===== src/rtl/uart_tx_arbiter_pkg.sv =====
// Shared constants for the UART transmit path.
// Holds the baud constants used by uart_tx, the default inter-byte gap and
// accept timeout of the byte arbiter, the arbiter state encoding, and a small
// helper used to size its counter.
package uart_tx_arbiter_pkg;

  // Baud constants shared with uart_tx.
  localparam int CLK_FREQ_HZ = 32'd50_000_000;
  localparam int BAUD_RATE   = 32'd115_200;
  localparam int BAUD_DIV    = CLK_FREQ_HZ / BAUD_RATE;

  // Arbiter timing defaults, in clk cycles.
  localparam int DEF_GAP_CYCLES = 32'd2500;
  localparam int DEF_TIMEOUT    = 32'd4000;

  // Arbiter state encoding.
  localparam logic [3:0] ST_IDLE      = 4'h0;
  localparam logic [3:0] ST_START     = 4'h1;
  localparam logic [3:0] ST_WAIT_DONE = 4'h2;
  localparam logic [3:0] ST_GAP       = 4'h3;

  typedef enum logic [3:0] {
    S_IDLE      = ST_IDLE,
    S_START     = ST_START,
    S_WAIT_DONE = ST_WAIT_DONE,
    S_GAP       = ST_GAP
  } arb_state_e;

  function automatic int max_int(input int a, input int b);
    return (a > b) ? a : b;
  endfunction

endpackage


===== src/rtl/rr_select.sv =====
// Round-robin priority selector (purely combinational).
// Ports:
//   req   - request vector, one bit per requester
//   last  - index of the previous owner; the search starts just after it
//   index - first requesting index found, wrapping N_REQ-1 -> 0
//   valid - high when any request bit is set
module rr_select #(
  parameter int N_REQ = 3,
  parameter int IDX_W = 2
) (
  input  logic [N_REQ-1:0] req,
  input  logic [IDX_W-1:0] last,
  output logic [IDX_W-1:0] index,
  output logic             valid
);

  // One spare bit so last + offset (at most 2*N_REQ-1) cannot overflow.
  localparam int CW = IDX_W + 1;

  logic [CW-1:0] sum_s;
  logic [CW-1:0] cand_s;
  logic          hit_s;

  // Walk offsets 1..N_REQ from the last owner and keep the first request seen.
  always_comb begin
    index  = '0;
    valid  = 1'b0;
    sum_s  = '0;
    cand_s = '0;
    hit_s  = 1'b0;
    for (int k = 1; k <= N_REQ; k++) begin
      sum_s = {1'b0, last} + CW'(k);
      if (sum_s >= CW'(N_REQ)) begin
        cand_s = sum_s - CW'(N_REQ);
      end else begin
        cand_s = sum_s;
      end
      hit_s = !valid && req[cand_s[IDX_W-1:0]];
      index = hit_s ? cand_s[IDX_W-1:0] : index;
      valid = valid | hit_s;
    end
  end

endmodule


===== src/rtl/uart_tx_arbiter.sv =====
// Byte arbiter in front of a single uart_tx.
// Shares one UART among N_REQ byte requesters with round-robin ownership,
// optional ownership lock across bytes, an enforced idle gap after every byte
// and a timeout when the UART never accepts a start.
// Ports:
//   clk, rst           - clock; asynchronous active-high reset
//   req, lock, data    - per-requester request level, hold-ownership, byte
//   ack                - one-cycle pulse when a requester's byte is accepted
//   grant              - one-hot current owner, zero when idle
//   uart_data/start    - byte and start request to uart_tx
//   uart_ready         - uart_tx idle (1) / transmitting (0)
//   busy, err          - not idle; one-cycle timeout pulse
// All outputs are driven straight from flops.
module uart_tx_arbiter
  import uart_tx_arbiter_pkg::*;
#(
  parameter int N_REQ      = 3,
  parameter int GAP_CYCLES = DEF_GAP_CYCLES,
  parameter int TIMEOUT    = DEF_TIMEOUT
) (
  input  logic               clk,
  input  logic               rst,
  input  logic [N_REQ-1:0]   req,
  input  logic [N_REQ-1:0]   lock,
  input  logic [8*N_REQ-1:0] data,
  output logic [N_REQ-1:0]   ack,
  output logic [N_REQ-1:0]   grant,
  output logic [7:0]         uart_data,
  output logic               uart_start,
  input  logic               uart_ready,
  output logic               busy,
  output logic               err
);

  localparam int IDX_W = $clog2(N_REQ);
  localparam int CNT_W = $clog2(max_int(GAP_CYCLES, TIMEOUT) + 1);

  localparam logic [IDX_W-1:0] LAST_RST = IDX_W'(N_REQ - 1);
  // START counts down from TIMEOUT-1 so the timeout fires on the
  // TIMEOUT-th edge after entry.
  localparam logic [CNT_W-1:0] TO_LOAD  = CNT_W'(TIMEOUT - 1);
  localparam logic [CNT_W-1:0] GAP_LOAD = CNT_W'(GAP_CYCLES);
  localparam logic [CNT_W-1:0] CNT_ONE  = CNT_W'(1);

  arb_state_e       state_q, state_d;
  logic [IDX_W-1:0] owner_q, owner_d;
  logic [IDX_W-1:0] last_q,  last_d;
  logic [7:0]       data_q,  data_d;
  logic [CNT_W-1:0] cnt_q,   cnt_d;
  logic [N_REQ-1:0] ack_q,   ack_d;
  logic [N_REQ-1:0] grant_q, grant_d;
  logic             start_q, start_d;
  logic             busy_q,  busy_d;
  logic             err_q,   err_d;

  logic [IDX_W-1:0] sel_idx;
  logic             sel_valid;
  logic             owner_keeps;

  rr_select #(
    .N_REQ (N_REQ),
    .IDX_W (IDX_W)
  ) u_rr_select (
    .req   (req),
    .last  (last_q),
    .index (sel_idx),
    .valid (sel_valid)
  );

  // A locked owner keeps the UART only if it is still requesting.
  assign owner_keeps = lock[owner_q] & req[owner_q];

  // Next-state and next-output logic.
  always_comb begin
    state_d = state_q;
    owner_d = owner_q;
    last_d  = last_q;
    data_d  = data_q;
    cnt_d   = cnt_q;
    ack_d   = '0;
    err_d   = 1'b0;
    case (state_q)
      S_IDLE: begin
        if (sel_valid && uart_ready) begin
          owner_d = sel_idx;
          last_d  = sel_idx;
          data_d  = data[{sel_idx, 3'b000} +: 8];
          cnt_d   = TO_LOAD;
          state_d = S_START;
        end else begin
          cnt_d = '0;
        end
      end
      S_START: begin
        if (!uart_ready) begin
          ack_d[owner_q] = 1'b1;
          cnt_d          = '0;
          state_d        = S_WAIT_DONE;
        end else if (cnt_q == '0) begin
          // UART never took the byte: give up without acknowledging.
          err_d   = 1'b1;
          owner_d = '0;
          state_d = S_IDLE;
        end else begin
          cnt_d = cnt_q - CNT_ONE;
        end
      end
      S_WAIT_DONE: begin
        if (uart_ready) begin
          cnt_d   = GAP_LOAD;
          state_d = S_GAP;
        end else begin
          cnt_d = '0;
        end
      end
      S_GAP: begin
        // Leave when the decremented count would reach zero, so GAP lasts
        // exactly GAP_CYCLES cycles; the guard also keeps it from wrapping.
        if (cnt_q > CNT_ONE) begin
          cnt_d = cnt_q - CNT_ONE;
        end else if (owner_keeps) begin
          data_d  = data[{owner_q, 3'b000} +: 8];
          cnt_d   = TO_LOAD;
          state_d = S_START;
        end else begin
          cnt_d   = '0;
          owner_d = '0;
          state_d = S_IDLE;
        end
      end
      default: begin
        cnt_d   = '0;
        owner_d = '0;
        state_d = S_IDLE;
      end
    endcase

    start_d = (state_d == S_START);
    busy_d  = (state_d != S_IDLE);
    grant_d = '0;
    if (busy_d) begin
      grant_d[owner_d] = 1'b1;
    end else begin
      grant_d = '0;
    end
  end

  // State and output registers.
  always_ff @(posedge clk or posedge rst) begin
    if (rst) begin
      state_q <= S_IDLE;
      owner_q <= '0;
      last_q  <= LAST_RST;
      data_q  <= 8'h00;
      cnt_q   <= '0;
      ack_q   <= '0;
      grant_q <= '0;
      start_q <= 1'b0;
      busy_q  <= 1'b0;
      err_q   <= 1'b0;
    end else begin
      state_q <= state_d;
      owner_q <= owner_d;
      last_q  <= last_d;
      data_q  <= data_d;
      cnt_q   <= cnt_d;
      ack_q   <= ack_d;
      grant_q <= grant_d;
      start_q <= start_d;
      busy_q  <= busy_d;
      err_q   <= err_d;
    end
  end

  assign ack        = ack_q;
  assign grant      = grant_q;
  assign uart_data  = data_q;
  assign uart_start = start_q;
  assign busy       = busy_q;
  assign err        = err_q;

endmodule

===== config.mk =====
export PLATFORM = sky130hd
export DESIGN_NAME = uart_tx_arbiter
export DESIGN_NICKNAME = d
export VERILOG_FILES = /design/src/rtl/uart_tx_arbiter_pkg.sv /design/src/rtl/rr_select.sv /design/src/rtl/uart_tx_arbiter.sv
export SDC_FILE = /design/constraint.sdc
export NUM_CORES = 1
export LEC_CHECK = 0
export ABC_CLOCK_PERIOD_IN_PS = 3190
export BUFFER_PORTS_ARGS = -buffer_cell sky130_fd_sc_hd__buf_4
export CAP_MARGIN = 20
export CORE_UTILIZATION = 48
export CTS_CLUSTER_DIAMETER = 200
export DETAILED_ROUTE_END_ITERATION = 8
export GPL_ROUTABILITY_DRIVEN = 0
export PLACE_DENSITY_LB_ADDON = 0.05
export REMOVE_ABC_BUFFERS = 1
export SKIP_CTS_REPAIR_TIMING = 1
export SYNTH_ARGS = -nofsm -noshare
export SYNTH_HDL_FRONTEND = slang
export SYNTH_SLANG_ARGS = --single-unit

===== constraint.sdc =====
create_clock -name clk -period 3.19 [get_ports clk]
set_clock_uncertainty 0.2 [all_clocks]
set_input_delay 0 -clock clk [delete_from_list [all_inputs] [get_ports clk]]
set_output_delay 0 -clock clk [all_outputs]
set_load 0.01 [all_outputs]

==> metrics.yaml <==
nFillCells: 356
first_iter_violations: 61
clockRootBuffer: "clkbuf_8"
dp_cells: 314
multiInputGateArea_um2: 1160
placed_area_um2: 2630
drcViolationCount: 0
synth_edf_count: 0
clk_pin_slew_ns: 0.07
antenna_cells: 0
power.total_mw: 1.86
fin_hold_ws_ns: 0.0671
antenna_left: 0
synth-seq-cells: 37
grt_max_degree: 38
p_leak_nw: 1.49
wl_per_cell_um: 14.8
tns_ns: 0
drv_slew: 0
die_area_um2: 4770
hp-class: "in -> reg"
path_max_fanout: 5
criticalPathCategory: "reg -> reg"
cts_tree: "built"
synth_top_area_cell: "dfrtp_1"
period_needed_ns: 3.07
antenna_found_initial: 0
grt_pass1_vias: 1761
core.rowCount: 24
area_growth_syn_to_layout_pct: 39.0
max-slew-margin-rel: 0.538
post_drt_via_cell_ratio: 5.42
ys_top_cells_by_area: "dfrtp_1 42%, mux2_2 5.2%, mux2i_1 4.6%"
worstPathArrival_ns: 3.05
final_hold_viol_count: 0
worst_pin_slew_ns: 0.685
powerDensity_nw_per_um2: 621
synthFlopType: "dfrtp_1"
regArea_um2: 927
cap_violations: 0
syn_avg_cell_area_um2: 10.3
cts_sinks: 37
coreArea_um2: 4350
synthArstFlopShare: 1.00
yosysMostFrequentCell: "dfrtp_1"
ys_seq_area_frac: 0.429
drt-total-wl_mm: 5.19
start_util: 0.496
io_pins: 50
dieHeight_um: 69.1
reg2reg_slack_ns: 0.12
nets: 336
grt.total_usage: 0.211
cts_made_buffers: 5
fin_crit_sh: 0.964
vias: 1898
yosysWarnings: 0
numPortBuffers: 49
synthCells: 209
max-vdd-ir-drop_v: 0.000392
final_cell_count_no_fill: 350
pre_cts_ws_ns: 0.0803
synth_cell_type_count: 53
yosys.area.top_type_share: 0.417
worstPathRequired_ns: 3.17
synth_common_cells: "36 x dfrtp_1, 20 x nor2_1, 13 x nand2_1"
startpoint_type: "flip-flop"
cts_buffer_depth: 2
clk-insertion-delay-late_ns: 0.30
overflow: 0
post-dp-hpwl_mm: 3.45
status: "finished, final reports clean"
finalSetupViolations: 0
firstDrtPassIters: 4
die_w_um: 69.1
grt_pass1_wl_mm: 7.92
setup_slack_ns: 0.116
synth_area_um2: 2160
fin_area_um2: 3000
htreeDepth: 2
max_freq_mhz: 325
end_kind: "flip-flop"
layout-drive-gt1-share: 0.305
final_core_util: 0.690
==> sequential cells by signal (all words and copies together), names as in the netlist <==
register	flops
busy	1
uart_data	8
cnt_q	12
last_q	2
owner_q	2
state_q	4
uart_start	1
err	1
ack	3
grant	3
==> placed cells by master (no fill, tap or decap), drive strengths merged, types with 3 or more instances in the layout <==
cell	n
nor3b	4
ha	6
o2bb2ai	8
a21oi	4
mux2i	10
inv	9
nor2	20
buf	60
o21a	7
o21ai	9
o31ai	3
mux2	11
nor3	8
nand3	7
dlygate4sd3	27
xor2	5
nand2	13
dfrtp	36
nand4	3
clkbuf	5
xnor2	3
==> final timing paths <==
kind / from / cells after the start / to
max: last_q[1] / 11 / uart_data[3]
min: req[2] / 3 / last_q[1]
max reg2reg: last_q[1] / 11 / uart_data[3]
min reg2reg: uart_data[4] / 1 / uart_data[4]
max in group asynchronous: rst / 4 / last_q[1]
min in group asynchronous: rst / 4 / grant[1]
==> power by group <==
| part | total, mW | leakage, nW | internal, mW | switching [mW] |
|---|---|---|---|---|
| clock | 0.317 | 0.0439 | 0.151 | 0.166 |
| combinational | 0.939 | 0.951 | 0.492 | 0.447 |
| sequential | 0.609 | 0.490 | 0.555 | 0.0546 |
| total | 1.86 | 1.49 | 1.20 | 0.668 |
==> worst max-delay path: stages, from the launching register on <==
cell and delay, ns:
dfstp_2 0.54, inv_2 0.06, ha_4 0.29, mux2_2 0.33, a222oi_1 0.32, buf_4 0.19
nand4_1 0.09, a31o_1 0.22, buf_4 0.17, mux2i_1 0.17, o2bb2ai_1 0.11, mux2_2 0.26
==> cells by family after synthesis <==
family / Yosys count / share of synthesized area
simple gates: 72 / 0.177
compound gates: 48 / 0.177
flops: 37 / 0.429
mux: 21 / 0.105
buf+inv: 16 / 0.0423
xor+xnor: 8 / 0.0324
fa+ha+maj: 6 / 0.0347
other cells: 1 / 0.00174
==> area by class of cell <==
class                           instances  area share
Tap cell                               52      0.0217
Timing Repair Buffer                   87       0.244
Sequential cell                        37       0.309
Clock inverter                          3     0.00583
Multi-Input combinational cell        157       0.386
Inverter                                9      0.0112
Clock buffer                            5      0.0229
==> metal layers <==
metal | global-route usage | routed length, um | up-vias
met5 | 0 | 0 | -
met4 | 0.0612 | 64 | 0
met3 | 0.0629 | 252 | 7
met2 | 0.331 | 2490 | 52
met1 | 0.281 | 2380 | 903
li1 | - | - | 936
Power figures use the tool's default switching activity.
